[src/rtl/iiitb_sdm_pkg.sv]
// Shared defaults and mode encoding for the
// parametrised serial sequence detector.
package iiitb_sdm_pkg;
  localparam int         PAT_W_DEF   = 4;
  localparam int         CNT_W_DEF   = 8;
  localparam logic [3:0] PAT_RST_DEF = 4'b1010;
  localparam logic       OVL         = 1'b1;
  localparam logic       NOVL        = 1'b0;
endpackage

[src/rtl/iiitb_sat_cnt.sv]
// Saturating match counter with synchronous clear
// and a sticky saturation flag.
module iiitb_sat_cnt #(
  parameter int W = 8
) (
  input  logic         clk,
  input  logic         reset,
  input  logic         inc,
  input  logic         clr,
  output logic [W-1:0] cnt,
  output logic         sat
);
  localparam logic [W-1:0] MAX = '1;

  logic [W-1:0] cnt_inc;

  always_comb begin
    cnt_inc = cnt + W'(1);
  end

  always_ff @(posedge clk or negedge reset) begin
    if (!reset) begin
      cnt <= '0;
      sat <= 1'b0;
    end else if (clr) begin
      cnt <= '0;
      sat <= 1'b0;
    end else if (inc && cnt != MAX) begin
      cnt <= cnt_inc;
      if (cnt_inc == MAX) sat <= 1'b1;
    end
  end
endmodule

[src/rtl/iiitb_sdm_param.sv]
// Runtime-loadable serial pattern detector with
// overlap control, enable qualification and match count.
module iiitb_sdm_param
  import iiitb_sdm_pkg::*;
#(
  parameter int               PAT_W   = PAT_W_DEF,
  parameter logic [PAT_W-1:0] PAT_RST = PAT_RST_DEF,
  parameter int               CNT_W   = CNT_W_DEF
) (
  input  logic             clk,
  input  logic             reset,
  input  logic             en,
  input  logic             din,
  input  logic             overlap,
  input  logic             pat_load,
  input  logic [PAT_W-1:0] pat_in,
  input  logic             cnt_clr,
  output logic             y,
  output logic [CNT_W-1:0] match_cnt,
  output logic             cnt_sat
);
  localparam int FW = $clog2(PAT_W + 1);
  localparam logic [FW-1:0] FMAX = FW'(PAT_W);
  localparam logic [FW-1:0] FTHR = FW'(PAT_W - 1);

  logic [PAT_W-1:0] pattern;
  logic [PAT_W-1:0] hist;
  logic [FW-1:0]    fill;
  logic [FW-1:0]    fill_nx;
  logic [PAT_W-1:0] cand;
  logic             sample;
  logic             match;

  always_comb begin
    cand    = {hist[PAT_W-2:0], din};
    sample  = en && !pat_load;
    match   = sample && (fill >= FTHR) && (cand == pattern);
    fill_nx = fill;
    if (pat_load) begin
      fill_nx = '0;
    end else if (match && overlap == NOVL) begin
      fill_nx = '0;
    end else if (sample && fill != FMAX) begin
      fill_nx = fill + FW'(1);
    end
  end

  always_ff @(posedge clk or negedge reset) begin
    if (!reset) begin
      pattern <= PAT_RST;
      hist    <= '0;
      fill    <= '0;
      y       <= 1'b0;
    end else begin
      y    <= match;
      fill <= fill_nx;
      if (pat_load) begin
        pattern <= pat_in;
        hist    <= '0;
      end else if (en) begin
        hist <= cand;
      end
    end
  end

  iiitb_sat_cnt #(
    .W(CNT_W)
  ) u_cnt (
    .clk  (clk),
    .reset(reset),
    .inc  (match),
    .clr  (cnt_clr),
    .cnt  (match_cnt),
    .sat  (cnt_sat)
  );
endmodule

[config.mk]
export PLATFORM = sky130hd
export DESIGN_NAME = iiitb_sdm_param
export DESIGN_NICKNAME = d
export VERILOG_FILES = /design/src/rtl/iiitb_sdm_pkg.sv /design/src/rtl/iiitb_sat_cnt.sv /design/src/rtl/iiitb_sdm_param.sv
export SDC_FILE = /design/constraint.sdc
export NUM_CORES = 1
export LEC_CHECK = 0
export BUFFER_PORTS_ARGS = -buffer_cell sky130_fd_sc_hd__buf_4
export CAP_MARGIN = 20
export CORE_MARGIN = 1
export CORE_UTILIZATION = 30
export CTS_BUF_LIST = sky130_fd_sc_hd__clkbuf_4
export DETAILED_ROUTE_END_ITERATION = 6
export GPL_ROUTABILITY_DRIVEN = 0
export PLACE_DENSITY = 0.46
export SYNTH_ARGS = -nofsm -noshare
export SYNTH_HDL_FRONTEND = slang
export SYNTH_HIERARCHICAL = 1
export SYNTH_SLANG_ARGS = --single-unit
[constraint.sdc]
create_clock -name clk -period 2.7 [get_ports clk]
set_clock_uncertainty 0.05 [all_clocks]
set_input_delay 0.54 -clock clk [delete_from_list [all_inputs] [get_ports clk]]
set_output_delay 0.54 -clock clk [all_outputs]
set_load 0.02 [all_outputs]
==> impl_results.md <==
- Slowest Stage Delay on Critical Path: 0.44 ns
- ANT nets after route: 0
- Final #Nets: 140
- Drt pass-1 iters: 4
- Seq/Total Area, Yosys: 0.440
- Clock tree buffer depth: 2
- Leading area contributor after synthesis: dfrtp_1
- Mux contribution to synthesized area: 0.0745
- Adder-Cell Fraction of Synth Area: 0.0548
- Final instance area: 0.00134 sq mm
- Setup TNS: 0 ns
- Setup ws final: 0.313 ns
- Top cell type's share of synthesized area: 0.394
- VDD IR max: 163 uV
- 1st-iter DRT viols: 27
- Arr. time, crit path: 2.54 ns
- Hold buffers post-CTS: 0
- GRT Residual Overflow: 0
- Ant diodes: 0
- # rows: 22
- Complex-gate fraction of the synthesized area: 0.138
- First-pass GRT wire length: 3960 microns
- Die width: 63.7 microns
- CP bufs+invs: 0
- Post-DP HPWL: 1560 microns
- Flops & latches, synth: 20
- Crit Path Max Fanout: 8
- Worst slew pin tran: 0.400 ns
- Worst EP required: 2.85 ns
- Synth warn: 6
- Most Frequent Cell on Critical Path: ha_1
- Routed length per instance: 12.9 microns
- Die H: 63.7 microns
- Worst slack, placed: 0.326 ns
- Synth Area in Simple Gates: 0.172
- Clock slew seen by the registers of the worst setup and hold paths: 0.12 ns
- Largest net degree at the start of global routing: 21
- CTS resizes: 0
- CTS tree: yes
- Worst Hold Class: primary input to asynchronous set/reset pin
- XOR/XNOR share of the synthesized area: 0.0613
- I/O Buffers: 20
- CP cell instances: ha_1, ha_1, a211oi_2, nor4_4, and4b_1, and4_1, nand3_1, nor3b_1, nor3_1
- Max cap viols: 0
- Gr usage total: 0.125
- Post-Syn Area per Cell: 10.9 sq um
- Final setup fails: 0
- Layout cell share with drive strength beyond 1: 0.285
- Area contributors post-synth: dfrtp_1 (39%), ha_1 (5.5%), a211oi_1 (4.6%)
- CP Class: register to register
- Post CTS Setup Buffer Count: 0
- I/O pins: 21
- Total Wirelength: 2210 microns
- Cell area after synthesis: 0.00114 sq mm
- GRT busiest layer: met2
- Tcrit/Tclk final: 0.884
- Clock sink count: 20
- FF-to-FF setup slack: 0.31 ns
- Core Area: 0.00366 sq mm
- Crit end category: register
- Final Hold Fails: 0
- CTS buffer count: 3
- FF+latch area: 503 sq um
- P per Cell Area: 408 mW/mm^2
- Multi-input combinational cell area: 572 sq um
- Initial Util: 0.312
- CP Launch Type: register
- H-tree depth: 1
- DRC Markers: 0
- Number of global-route vias before repair: 856
- Worst skew pair latency: 0.30 ns
- Post-synth cell types: 35
- Largest family of logic cells by synthesized area: simple AND/OR/NAND/NOR gates
- Leakage power: 0.572 nW
- Antenna violations before repair: 0
- Delay-heaviest family, CP: simple AND/OR/NAND/NOR gates
- Final Slew Violations: 0
- Vias: 840
- Die Area: 0.00406 sq mm
- Relative slew slack: 0.733
- Post-DR vias/cell: 4.91
- Fin crit period: 2.39 ns
- Met2 Use GR: 0.202
- Post-DP Area: 0.00131 sq mm
- Syn Nets: 121
- Status: finished clean
- Filler instances: 385
- Synth Instances: 105
- Fmax: 419 MHz
- Met3 usage: 0.0181
- CP max-delay cell: dfrtp_1
- Synth-to-Final Area Change: 17.1%
- Unrepaired setup endpoints after global routing: no
- CTS root buf: clkbuf_4
- GRT met1 Usage: 0.162
-- cells in the mapped netlist, drive strengths merged --
cell type	number
ha	5
and3b	1
nand2b	2
nand3b	1
buf	6
dfrtp	18
mux2i	4
o21ai	1
nor2	8
o31ai	1
and4b	1
nor2b	1
a21boi	2
a21o	1
xnor2	4
nor4	1
nand4	2
a31oi	1
a21oi	4
a41oi	1
xor2	4
and4	2
inv	7
nand3	7
a211oi	8
nor3b	1
nand2	2
nor3	3
mux2	4
dfstp	2
-- per-stage QoR --
| stage | utilization | total power [mW] | hold WS, ns | cells |
|---|---|---|---|---|
| 3_5_place_dp | 0.358 | 0.403 | 0.388 | 167 |
| 2_1_floorplan | - | 0.376 | 0.194 | 105 |
| 5_1_grt | 0.365 | 0.570 | 0.0456 | 171 |
| 4_1_cts | 0.365 | 0.556 | 0.0403 | 171 |
| 6_report | 0.365 | 0.545 | 0.0432 | 171 |
| 3_3_place_gp | 0.358 | 0.401 | 0.392 | 167 |
-- layout make-up --
class,instances,share of cell area
sequential,20,0.376
timing repair buffer,20,0.112
clock inverter,1,0.00281
tap,48,0.0449
clock buffer,3,0.0168
multi-input combinational,72,0.428
inverter,7,0.0196
-- worst register-to-register path, delay by kind of cell, from the launching register on --
family	cells	cell delay (ns)
DFF	1	0.44
adders and majority gates	2	0.33
AOI/OAI and AO/OA	1	0.06
and+or+nand+nor	6	1.42
-- path summary, 6_finish.rpt --
check	startpoint	to	cells after the start
worst min register to register	u_cnt/sat$_DFFE_PN0P_	u_cnt/sat$_DFFE_PN0P_	2
worst max-delay path	fill[1]$_DFFE_PN0P_	u_cnt/cnt[6]$_DFFE_PN0P_	9
worst min-delay path	reset	u_cnt/cnt[5]$_DFFE_PN0P_	1
max in group asynchronous	reset	pattern[1]$_DFFE_PN1P_	1
min in group clk	pat_in[3]	pattern[3]$_DFFE_PN1P_	2
worst max register to register	fill[1]$_DFFE_PN0P_	u_cnt/cnt[6]$_DFFE_PN0P_	9
-- flip-flops by register name (all words and copies together) (netlist names) --
signal and flops:
u_cnt/sat 1, hist 3, pattern 4, u_cnt/cnt 8
y 1, fill 3
-- where the power goes --
group	internal, mW	leakage [nW]	total (mW)	switching, mW
clock	0.0538	0.0154	0.149	0.0957
combinational	0.0353	0.291	0.0712	0.0359
sequential	0.313	0.265	0.324	0.0110
total	0.403	0.572	0.545	0.143
-- per-layer routing --
metal	up-vias	wire length, microns
met3	2	56
met4	0	23
met2	9	1060
li1	413	-
met1	416	1070
met5	-	0
-- cell usage in the layout, fill, tap and decap left out, drive strengths merged --
cell type  count
xor2           4
and4           2
and3b          1
dfrtp         18
buf           20
a31oi          1
mux2i          4
nand3b         1
nor2           8
ha             5
nor2b          1
dfstp          2
a41oi          1
o21ai          1
and4b          1
nand3          7
a21oi          4
a211oi         8
xnor2          4
inv            7
nand2b         2
clkinv         1
nor4           1
nand4          2
o31ai          1
nor3b          1
a21boi         2
nor3           3
mux2           4
clkbuf         3
nand2          2
a21o           1
-- kinds of logic (layout without fill, tap and decap cells) --
family,Yosys count,in the layout
and+or+nand+nor,32,32
DFF,20,20
AOI/OAI and AO/OA,19,19
buffers and inverters,13,31
xor gates and xnor gates,8,8
muxes,8,8
adders and majority gates,5,5
No activity file was read; power rests on OpenSTA's default activity.
